$ cat src/rtl/mem_port_arbiter_if.sv
// Bundle of the fetch, load/store and memory toggle-handshake buses around the port arbiter.
// The master view belongs to the arbiter; the slave view belongs to the surrounding requesters and memory.
interface mem_port_arbiter_if;
    logic        fTriggerIn;
    logic [31:0] fAddrIn;
    logic [31:0] fDataOut;
    logic        fReadyOut;
    logic        dTriggerIn;
    logic [31:0] dAddrIn;
    logic        dWriteIn;
    logic [31:0] dWdataIn;
    logic [31:0] dDataOut;
    logic        dReadyOut;
    logic        memTriggerOut;
    logic [31:0] memAddrOut;
    logic        memWriteOut;
    logic [31:0] memWdataOut;
    logic [31:0] memDataIn;
    logic        memReadyIn;
    logic [1:0]  grantOut;
    logic        errorOut;
    logic        errClrIn;

    modport master (
        input  fTriggerIn, fAddrIn, dTriggerIn, dAddrIn, dWriteIn, dWdataIn,
               memDataIn, memReadyIn, errClrIn,
        output fDataOut, fReadyOut, dDataOut, dReadyOut, memTriggerOut,
               memAddrOut, memWriteOut, memWdataOut, grantOut, errorOut
    );

    modport slave (
        output fTriggerIn, fAddrIn, dTriggerIn, dAddrIn, dWriteIn, dWdataIn,
               memDataIn, memReadyIn, errClrIn,
        input  fDataOut, fReadyOut, dDataOut, dReadyOut, memTriggerOut,
               memAddrOut, memWriteOut, memWdataOut, grantOut, errorOut
    );
endinterface

$ cat src/rtl/mem_port_arbiter.sv
// Round-robin arbiter sharing one toggle-handshake memory port between fetch (F) and load/store (D),
// with one transaction in flight at a time and a watchdog that force-completes hung transactions.
module mem_port_arbiter #(
    parameter int          SYNC_STAGES = 2,
    parameter int          TIMEOUT     = 255,
    parameter logic [31:0] ERR_DATA    = 32'hDEADBEEF
) (
    input  logic                clk,
    input  logic                rst,
    mem_port_arbiter_if.master  bus
);
    typedef enum logic [1:0] {
        IDLE = 2'd0,
        WAIT = 2'd1,
        RESP = 2'd2
    } state_t;

    // The watchdog fires on the last permitted WAIT cycle, so WAIT lasts exactly TIMEOUT cycles.
    localparam logic [7:0] TIMEOUT_LAST = 8'(TIMEOUT - 1);

    logic [SYNC_STAGES-1:0] fSyncR;
    logic [SYNC_STAGES-1:0] dSyncR;
    logic [SYNC_STAGES-1:0] mSyncR;
    logic                   fSyncS;
    logic                   dSyncS;
    logic                   mSyncS;

    state_t      stateR;
    state_t      stateNextS;
    logic        fPendS;
    logic        dPendS;
    logic        grantFS;
    logic        grantDS;
    logic        doneS;
    logic        timeoutS;

    logic [7:0]  cntR;
    logic [31:0] rdataR;
    logic        lastGrantDR;
    logic        memTrigR;
    logic [31:0] memAddrR;
    logic        memWriteR;
    logic [31:0] memWdataR;
    logic [1:0]  grantR;
    logic [31:0] fDataR;
    logic        fReadyR;
    logic [31:0] dDataR;
    logic        dReadyR;
    logic        errorR;

    assign fSyncS = fSyncR[SYNC_STAGES-1];
    assign dSyncS = dSyncR[SYNC_STAGES-1];
    assign mSyncS = mSyncR[SYNC_STAGES-1];

    assign fPendS = fSyncS != fReadyR;
    assign dPendS = dSyncS != dReadyR;

    // Synchronizer chains for the three incoming toggles.
    always_ff @(posedge clk or posedge rst) begin
        if (rst) begin
            fSyncR <= '0;
            dSyncR <= '0;
            mSyncR <= '0;
        end else begin
            fSyncR <= SYNC_STAGES'({fSyncR, bus.fTriggerIn});
            dSyncR <= SYNC_STAGES'({dSyncR, bus.dTriggerIn});
            mSyncR <= SYNC_STAGES'({mSyncR, bus.memReadyIn});
        end
    end

    // Arbiter state register.
    always_ff @(posedge clk or posedge rst) begin
        if (rst) begin
            stateR <= IDLE;
        end else begin
            stateR <= stateNextS;
        end
    end

    // Next-state logic: grant selection in IDLE, completion or watchdog expiry in WAIT.
    always_comb begin
        stateNextS = stateR;
        grantFS    = 1'b0;
        grantDS    = 1'b0;
        doneS      = 1'b0;
        timeoutS   = 1'b0;
        case (stateR)
            IDLE: begin
                // F wins a tie only when D held the previous grant.
                if (fPendS && (!dPendS || lastGrantDR)) begin
                    grantFS    = 1'b1;
                    stateNextS = WAIT;
                end else if (dPendS) begin
                    grantDS    = 1'b1;
                    stateNextS = WAIT;
                end else begin
                    stateNextS = IDLE;
                end
            end
            WAIT: begin
                if (mSyncS == memTrigR) begin
                    doneS      = 1'b1;
                    stateNextS = RESP;
                end else if (cntR == TIMEOUT_LAST) begin
                    timeoutS   = 1'b1;
                    stateNextS = RESP;
                end else begin
                    stateNextS = WAIT;
                end
            end
            RESP: begin
                stateNextS = IDLE;
            end
            default: begin
                stateNextS = IDLE;
            end
        endcase
    end

    // Transaction datapath: request latch on grant, response capture, requester completion.
    always_ff @(posedge clk or posedge rst) begin
        if (rst) begin
            memTrigR    <= 1'b0;
            memAddrR    <= 32'd0;
            memWriteR   <= 1'b0;
            memWdataR   <= 32'd0;
            grantR      <= 2'b00;
            cntR        <= 8'd0;
            rdataR      <= 32'd0;
            fDataR      <= 32'd0;
            fReadyR     <= 1'b0;
            dDataR      <= 32'd0;
            dReadyR     <= 1'b0;
            lastGrantDR <= 1'b1;
        end else begin
            case (stateR)
                IDLE: begin
                    if (grantFS) begin
                        memAddrR  <= bus.fAddrIn;
                        memWriteR <= 1'b0;
                        memWdataR <= 32'd0;
                        grantR    <= 2'b01;
                        memTrigR  <= ~memTrigR;
                        cntR      <= 8'd0;
                    end else if (grantDS) begin
                        memAddrR  <= bus.dAddrIn;
                        memWriteR <= bus.dWriteIn;
                        memWdataR <= bus.dWdataIn;
                        grantR    <= 2'b10;
                        memTrigR  <= ~memTrigR;
                        cntR      <= 8'd0;
                    end
                end
                WAIT: begin
                    if (doneS) begin
                        rdataR <= bus.memDataIn;
                    end else if (timeoutS) begin
                        rdataR <= ERR_DATA;
                    end else begin
                        cntR <= cntR + 8'd1;
                    end
                end
                RESP: begin
                    if (grantR[0]) begin
                        fDataR  <= rdataR;
                        fReadyR <= ~fReadyR;
                    end else begin
                        // Writes leave the D read-data register untouched.
                        if (!memWriteR) begin
                            dDataR <= rdataR;
                        end
                        dReadyR <= ~dReadyR;
                    end
                    lastGrantDR <= grantR[1];
                    grantR      <= 2'b00;
                end
                default: begin
                    grantR <= 2'b00;
                end
            endcase
        end
    end

    // Sticky watchdog flag; a timeout in the same cycle as a clear keeps it set.
    always_ff @(posedge clk or posedge rst) begin
        if (rst) begin
            errorR <= 1'b0;
        end else if (timeoutS) begin
            errorR <= 1'b1;
        end else if (bus.errClrIn) begin
            errorR <= 1'b0;
        end
    end

    assign bus.memTriggerOut = memTrigR;
    assign bus.memAddrOut    = memAddrR;
    assign bus.memWriteOut   = memWriteR;
    assign bus.memWdataOut   = memWdataR;
    assign bus.grantOut      = grantR;
    assign bus.fDataOut      = fDataR;
    assign bus.fReadyOut     = fReadyR;
    assign bus.dDataOut      = dDataR;
    assign bus.dReadyOut     = dReadyR;
    assign bus.errorOut      = errorR;
endmodule

$ cat src/flat_wrapper.sv
// flat-port wrapper written by rule: the top's interface ports become plain ports
module mem_port_arbiter_flat 
#(
    parameter int          SYNC_STAGES = 2,
    parameter int          TIMEOUT     = 255,
    parameter logic [31:0] ERR_DATA    = 32'hDEADBEEF
)
  (clk, rst, bus_fTriggerIn, bus_fAddrIn, bus_dTriggerIn, bus_dAddrIn, bus_dWriteIn, bus_dWdataIn, bus_memDataIn, bus_memReadyIn, bus_errClrIn, bus_fDataOut, bus_fReadyOut, bus_dDataOut, bus_dReadyOut, bus_memTriggerOut, bus_memAddrOut, bus_memWriteOut, bus_memWdataOut, bus_grantOut, bus_errorOut);
  mem_port_arbiter_if bus_i ();
  input  logic clk;
  input  logic rst;
  input wire logic [$bits(bus_i.fTriggerIn)-1:0] bus_fTriggerIn;
  input wire logic [$bits(bus_i.fAddrIn)-1:0] bus_fAddrIn;
  input wire logic [$bits(bus_i.dTriggerIn)-1:0] bus_dTriggerIn;
  input wire logic [$bits(bus_i.dAddrIn)-1:0] bus_dAddrIn;
  input wire logic [$bits(bus_i.dWriteIn)-1:0] bus_dWriteIn;
  input wire logic [$bits(bus_i.dWdataIn)-1:0] bus_dWdataIn;
  input wire logic [$bits(bus_i.memDataIn)-1:0] bus_memDataIn;
  input wire logic [$bits(bus_i.memReadyIn)-1:0] bus_memReadyIn;
  input wire logic [$bits(bus_i.errClrIn)-1:0] bus_errClrIn;
  output wire logic [$bits(bus_i.fDataOut)-1:0] bus_fDataOut;
  output wire logic [$bits(bus_i.fReadyOut)-1:0] bus_fReadyOut;
  output wire logic [$bits(bus_i.dDataOut)-1:0] bus_dDataOut;
  output wire logic [$bits(bus_i.dReadyOut)-1:0] bus_dReadyOut;
  output wire logic [$bits(bus_i.memTriggerOut)-1:0] bus_memTriggerOut;
  output wire logic [$bits(bus_i.memAddrOut)-1:0] bus_memAddrOut;
  output wire logic [$bits(bus_i.memWriteOut)-1:0] bus_memWriteOut;
  output wire logic [$bits(bus_i.memWdataOut)-1:0] bus_memWdataOut;
  output wire logic [$bits(bus_i.grantOut)-1:0] bus_grantOut;
  output wire logic [$bits(bus_i.errorOut)-1:0] bus_errorOut;
  assign bus_i.fTriggerIn = bus_fTriggerIn;
  assign bus_i.fAddrIn = bus_fAddrIn;
  assign bus_i.dTriggerIn = bus_dTriggerIn;
  assign bus_i.dAddrIn = bus_dAddrIn;
  assign bus_i.dWriteIn = bus_dWriteIn;
  assign bus_i.dWdataIn = bus_dWdataIn;
  assign bus_i.memDataIn = bus_memDataIn;
  assign bus_i.memReadyIn = bus_memReadyIn;
  assign bus_i.errClrIn = bus_errClrIn;
  assign bus_fDataOut = bus_i.fDataOut;
  assign bus_fReadyOut = bus_i.fReadyOut;
  assign bus_dDataOut = bus_i.dDataOut;
  assign bus_dReadyOut = bus_i.dReadyOut;
  assign bus_memTriggerOut = bus_i.memTriggerOut;
  assign bus_memAddrOut = bus_i.memAddrOut;
  assign bus_memWriteOut = bus_i.memWriteOut;
  assign bus_memWdataOut = bus_i.memWdataOut;
  assign bus_grantOut = bus_i.grantOut;
  assign bus_errorOut = bus_i.errorOut;
  mem_port_arbiter #(.SYNC_STAGES(SYNC_STAGES), .TIMEOUT(TIMEOUT), .ERR_DATA(ERR_DATA)) u_core (.clk(clk), .rst(rst), .bus(bus_i));
endmodule
$ cat config.mk
export PLATFORM = sky130hd
export DESIGN_NAME = mem_port_arbiter_flat
export DESIGN_NICKNAME = d
export VERILOG_FILES = /design/src/rtl/mem_port_arbiter_if.sv /design/src/rtl/mem_port_arbiter.sv /design/src/flat_wrapper.sv
export SDC_FILE = /design/constraint.sdc
export NUM_CORES = 1
export LEC_CHECK = 0
export CAP_MARGIN = 20
export CORE_MARGIN = 3
export CORE_UTILIZATION = 48
export DETAILED_ROUTE_END_ITERATION = 16
export PLACE_DENSITY = 0.86
export SLEW_MARGIN = 20
export SYNTH_ARGS = -nofsm -noshare
export SYNTH_HDL_FRONTEND = slang
export SYNTH_SLANG_ARGS = --single-unit
export TNS_END_PERCENT = 20
$ cat constraint.sdc
create_clock -name clk -period 12.78 [get_ports clk]
set_input_delay 3.834 -clock clk [delete_from_list [all_inputs] [get_ports clk]]
set_output_delay 3.834 -clock clk [all_outputs]
set_load 0.01 [all_outputs]
==> summary.md <==
| Metric | Value |
|---|---|
| Unrepaired setup endpoints after global routing | false |
| Row Count | 44 |
| Core Area | 0.01459 sq mm |
| Hold_buf cts | 0 |
| P_sw | 0.9532 mW |
| Comb power frac | 0.437 |
| Top-Level Pins | 270 |
| Fillers | 965 |
| Peak VDD IR | 0.0001472 V |
| Max Slew Vio Count | 0 |
| Antenna violations before repair | 0 |
| # setup viols final | 0 |
| Buf/Inv on CP | 1 |
| Max-Cap Viols | 0 |
| Cells taking the most area after synthesis | dfrtp_1 (64%), mux2_2 (8.5%), a22o_1 (5.0%) |
| Dpl ws | 6647 ps |
| Reg power frac | 0.370 |
| Total length of routed wires | 18.23 mm |
| Gpl congestion | 0.7973 |
| Area of the die | 0.01644 sq mm |
| Cells after Synth | 541 |
| Max Freq | 188.5 MHz |
| Worst hold path type | reg2reg |
| Non-filler cells, final | 1002 |
| Internal power of the cells | 1.803 mW |
| Outcome | finished clean |
| Antenna Violating Nets Remaining | 0 |
| Skew-Pair Late Insertion Delay | 430 ps |
| Dpl cell area | 0.009997 sq mm |
| First-pass GRT wire length | 29.10 mm |
| CP Launch Type | flip-flop |
| H-tree depth | 4 |
| Final hold vios | 0 |
| Post-synth cell types | 44 |
| Switching Share | 0.3458 |
| Ys flop type | dfrtp_1 |
| Post-CTS sizing | 0 |
| Iter 0 DRT Violations | 258 |
| Placed cell count | 970 |
| Crit. End Element | output port |
| Relative slew margins | 0.3981 |
| Synthesis-stage register bit count | 184 |
| PortBufs | 269 |
| FF+latch area | 0.004606 sq mm |
| CP max stage delay | 600 ps |
| Nets | 942 |
| Worst Slack Setup Final | 7474 ps |
| WP data arrival | 1470 ps |
| Post-Syn Area | 0.007171 sq mm |
| Post-layout instance area | 0.01060 sq mm |
| Setup CP Type | reg2out |
| Yosys top cell area share | 0.6386 |
| Register area share after synthesis | 0.6423 |
| Synth warnings | 0 |
| Grt total ovfl | 0 |
| Drt first pass iters | 4 |
| Cell Pwr Density | 260.0 mW/mm^2 |
| Worst-Margin Slew | 902.9 ps |
| Number of global-route vias before repair | 5710 |
| Post-DP HPWL | 12.81 mm |
| # Post-CTS Setup Buffers | 0 |
| CP delay by family, top | buffers and inverters |
| Total track usage | 0.2241 |
| Worst Path Max Fanout | 5 |
| CTS tree | done |
| Starting density of the core | 0.4915 |
| # DRC | 0 |
| Area of the multi-input gates | 0.002357 sq mm |
| Leakage | 4.731 nW |
| Cts bufs inserted | 17 |
| Root Buffer | clkbuf_16 |
| Num Clock Sinks | 184 |
| Post-Route Setup TNS | 0 ps |
| Die height | 128.2 um |
| Part of the power in the clock network | 0.193 |
| Vias | 5269 |
| Clk slew on worst S/H paths | 60 ps |
| Clk buf depth | 2 |
| Wire per inst | 18.19 um |
| Critical path required time | 8950 ps |
| Ys async rst share | 1.000 |
| Pin count of the biggest net entering global routing | 103 |
| Syn_nets | 678 |
| Pwr Total | 2.756 mW |
| Syn_area_per_cell | 13.25 sq um |
| Slowest CP cell | clkdlybuf4s50_1 |
| Worst-path cell chain | clkdlybuf4s50_1 |
| Vias/cell | 5.258 |
| Die X | 128.2 um |
| Minimum clock period | 5306 ps |
| Final worst path period share | 0.4152 |
| EDFF count, synth | 0 |
| Clock skew | 14.81 ps |
| P&R area growth vs syn | 47.86% |
| Inserted Diodes | 0 |
| Area leader, netlist | dfrtp_1 |
| Share of layout cells above drive strength 1 | 0.1284 |
[registers in the layout, indices dropped and copies added, names as in the netlist]
name / count
u_core.mSyncR: 2
u_core.bus.memTriggerOut: 1
u_core.fSyncR: 2
u_core.bus.fDataOut: 32
u_core.bus.memWriteOut: 1
u_core.bus.dDataOut: 32
u_core.stateR: 2
u_core.bus.fReadyOut: 1
u_core.bus.dReadyOut: 1
u_core.bus.grantOut: 2
u_core.bus.memAddrOut: 32
u_core.bus.errorOut: 1
u_core.dSyncR: 2
u_core.lastGrantDR: 1
u_core.bus.memWdataOut: 32
u_core.rdataR: 32
u_core.cntR: 8
[path summary, 6_finish.rpt]
check                                        endpoint                    from  cells after the start  slack (ps)
max                                   bus_grantOut[0]  u_core.bus.grantOut[0]                      1        7470
min                                  u_core.dSyncR[1]        u_core.dSyncR[0]                      0         350
max reg2reg                          u_core.rdataR[6]        u_core.stateR[1]                      4       10340
min reg2reg                          u_core.dSyncR[1]        u_core.dSyncR[0]                      0         350
max in group asynchronous    u_core.bus.memAddrOut[8]                     rst                      3        7550
min in group asynchronous  u_core.bus.memWdataOut[26]                     rst                      2        3980
[Yosys cell counts (2+ instances only)]
cell type	number
dfrtp_1	183
mux2_2	54
nand2_1	49
o21ai_0	44
a22o_1	41
mux2i_1	32
buf_2	15
o22a_1	15
inv_1	13
a21oi_1	12
clkbuf_1	9
nor3_1	9
nor2_1	8
nand3_1	7
buf_6	6
xor2_1	4
a21o_1	3
a31oi_1	3
xnor2_1	3
a41oi_1	2
ha_1	2
nand2b_1	2
nand4_1	2
nor2b_1	2
or2_2	2
[power groups by stage]
stage | Sequential (mW) | Clock [mW] | Combinational (mW)
2_1_floorplan | 1.08 | 0 | 0.557
3_3_place_gp | 1.01 | 0 | 1.17
3_5_place_dp | 1.02 | 0 | 1.22
4_1_cts | 1.02 | 0.541 | 1.22
5_1_grt | 1.05 | 0.564 | 1.31
6_report | 1.02 | 0.531 | 1.21
[logic make-up after synthesis]
logic type	Yosys count	synth area share
multiplexers	88	0.1331
AO/OA/AOI/OAI	128	0.1260
AND/OR/NAND/NOR	87	0.05392
adder cells (fa/ha/maj)	2	0.003489
XOR/XNOR	7	0.008550
flip-flops	184	0.6423
buffers and inverters	45	0.03263
[stage by stage]
step / utilization / hold WS (ps)
after floorplan: - / 331.2
after global placement: 0.6852 / 336.1
after detailed placement: 0.6852 / 340.2
after CTS: 0.7265 / 354.9
after global routing: 0.7268 / 357.4
final: 0.7268 / 352.0
[cells in the final DEF, fill, tap and decap left out, types with 15 or more instances in the layout]
cell	n
a22o_1	41
clkdlybuf4s50_1	269
clkbuf_16	17
o21ai_0	43
nand2_1	49
dfrtp_1	183
o22a_1	15
mux2i_1	32
mux2_2	54
[metal layers]
metal / routed length, um / GRT usage / up-vias
met2: 9541 / 0.3904 / 187
met5: 0 / 0 / -
met3: 1214 / 0.05625 / 34
li1: - / - / 2456
met1: 6992 / 0.2683 / 2592
met4: 478 / 0.08365 / 0
[final cells by class]
class	count	share of cell area
inverter	14	0.005546
sequential	184	0.4344
clock inverter	13	0.01499
timing repair buffer	276	0.2593
tap	184	0.02171
multi-input combinational	312	0.2223
clock buffer	19	0.04177
No activity file was read; power rests on OpenSTA's default activity.
==> edit, RTL diff (config.mk and constraints unchanged) <==
Make the reset (`rst`) synchronous in 4 clocked blocks.
--- a/src/rtl/mem_port_arbiter.sv
+++ b/src/rtl/mem_port_arbiter.sv
@@ -56,7 +56,7 @@
     assign dPendS = dSyncS != dReadyR;
 
     // Synchronizer chains for the three incoming toggles.
-    always_ff @(posedge clk or posedge rst) begin
+    always_ff @(posedge clk) begin
         if (rst) begin
             fSyncR <= '0;
             dSyncR <= '0;
@@ -69,7 +69,7 @@
     end
 
     // Arbiter state register.
-    always_ff @(posedge clk or posedge rst) begin
+    always_ff @(posedge clk) begin
         if (rst) begin
             stateR <= IDLE;
         end else begin
@@ -118,7 +118,7 @@
     end
 
     // Transaction datapath: request latch on grant, response capture, requester completion.
-    always_ff @(posedge clk or posedge rst) begin
+    always_ff @(posedge clk) begin
         if (rst) begin
             memTrigR    <= 1'b0;
             memAddrR    <= 32'd0;
@@ -182,7 +182,7 @@
     end
 
     // Sticky watchdog flag; a timeout in the same cycle as a clear keeps it set.
-    always_ff @(posedge clk or posedge rst) begin
+    always_ff @(posedge clk) begin
         if (rst) begin
             errorR <= 1'b0;
         end else if (timeoutS) begin
Behaviour: differs if rst is asserted again (counterexample within 4 cycles, from zero or initial values and one cycle with rst high); with rst held inactive, the same outputs for 4 cycles.
==> edit against the original RTL <==
Worst setup slack got worse by 1.0 ns. Synthesized area decreased by 9.0%. Clock skew fell by 0.0076 ns. Maximum frequency fell by 16%. Sequential cell count is the same. Non-clock buffer count down 1. Synthesized cell count up 30%. Register-to-register slack better by 0.16 ns. Count of clock-buffer cells in the layout grew 2. Final area shrank 6.5%. Wire length is 7.5% higher. Critical path depth rose by 3. Critical endpoint is now u_core.bus.memAddrOut[6].
Power is not compared: it rests on default switching activity, and its combinational part moved more than twofold at a synthesized area within 25%.
==> edit: results (changes against the original RTL) <==
OUTCOME
--------------------------------------------------------------------
Outcome                                                 complete, no violations

PLACE
--------------------------------------------------------------------
DP Wirelength                                               13800 um   +8.0%
RD Place Congestion                                            0.858   +7.6%

SYNTH
--------------------------------------------------------------------
Async SR Flop Fraction                                             0   -1.00
Synthesized net count                                            840   +24%
Commonest cells post-synth                              sky130_fd_sc_hd__nand2_1 (189), sky130_fd_sc_hd__dfxtp_1 (184), sky130_fd_sc_hd__a21oi_1 (77), sky130_fd_sc_hd__o21ai_0 (37)
Commonest register cell after synthesis                 sky130_fd_sc_hd__dfxtp_1
Sequential cell area fraction in the yosys report              0.564   -0.0780
Biggest area consumer among synthesized cells           sky130_fd_sc_hd__dfxtp_1

CRITICAL PATH
--------------------------------------------------------------------
CP Data Arrival Time                                         6.61 ns   +5.14 ns
Critical Path Max Stage Delay                                0.88 ns   +0.28 ns
Depth of the worst register-to-register path                       5   +1
Maximum net fanout on the critical path                          101   +96

ROUTE
--------------------------------------------------------------------
Iteration-0 DRC count of the detailed router                     443   +72%
Wire per inst                                                17.3 um   -4.9%

HOLD PATH
--------------------------------------------------------------------
Hold-critical path depth                                           1   +1

GRT
--------------------------------------------------------------------
Met3 track demand over resource in global routing             0.0765   +0.0202
Initial antenna violation count                                    0   unchanged
Overall routing resource usage                                 0.257   +0.0325
First-pass GRT wire length                                  30100 um   +3.6%
Pin count of the biggest net entering global routing             102   -0.97%
Global-route track usage on met1                               0.303   +0.0349

FINISH
--------------------------------------------------------------------
Final Net Count                                                 1085   +15%
Layout filler cell count                                         918   -4.9%
Ratio of cells with drive above 1 in the final layout         0.0656   -0.0628

STA
--------------------------------------------------------------------
Slew @ Worst Pin                                             1.03 ns   +0.127 ns
Clock skew after layout                                   0.00722 ns   -0.00759 ns

PWR
--------------------------------------------------------------------
Leakage power figure                                         3.65 nW

## edit: area by class of cell
cell class                 instances  area, sq um  share of cell area
multi-input combinational        466         2640               0.266
timing repair buffer             275         2740               0.276
clock inverter                    11          171              0.0173
inverter                           4         15.0             0.00152
clock buffer                      21          450              0.0455
sequential                       184         3680               0.372
tap                              172          215              0.0217
## edit: where the power goes
part | internal [mW] | switching (mW)
clock | 0.333 | 0.216
sequential | 0.603 | 0.0208
combinational | 0.0938 | 0.0781
total | 1.03 | 0.314
## edit: final timing paths
check	startpoint	to	slack (ns)
max reg2reg	u_core.stateR[0]	u_core.rdataR[20]	10.50
max	rst	u_core.bus.memAddrOut[6]	6.43
min reg2reg	u_core.mSyncR[0]	u_core.mSyncR[1]	0.44
min	u_core.mSyncR[0]	u_core.mSyncR[1]	0.44
## edit: stage by stage
stage,instances,area (sq um)
finish,1133,9910
global route,1133,9910
CTS,1133,9910
detailed placement,1101,9290
global placement,1101,9280
floorplan,703,6530
## edit: cell families after synthesis
kind of cell	Yosys count	synth area share
and+or+nand+nor	239	0.151
AOI/OAI and AO/OA	187	0.188
DFF	184	0.564
buffers and inverters	53	0.0357
muxes	33	0.0506
xor gates and xnor gates	5	0.00671
adders and majority gates	2	0.00383
## edit: routing by layer
metal  wire [um]  up-vias
li1            -     2908
met2        9980      250
met3        1550       33
met4         418        0
met5           0        -
met1        7660     2819
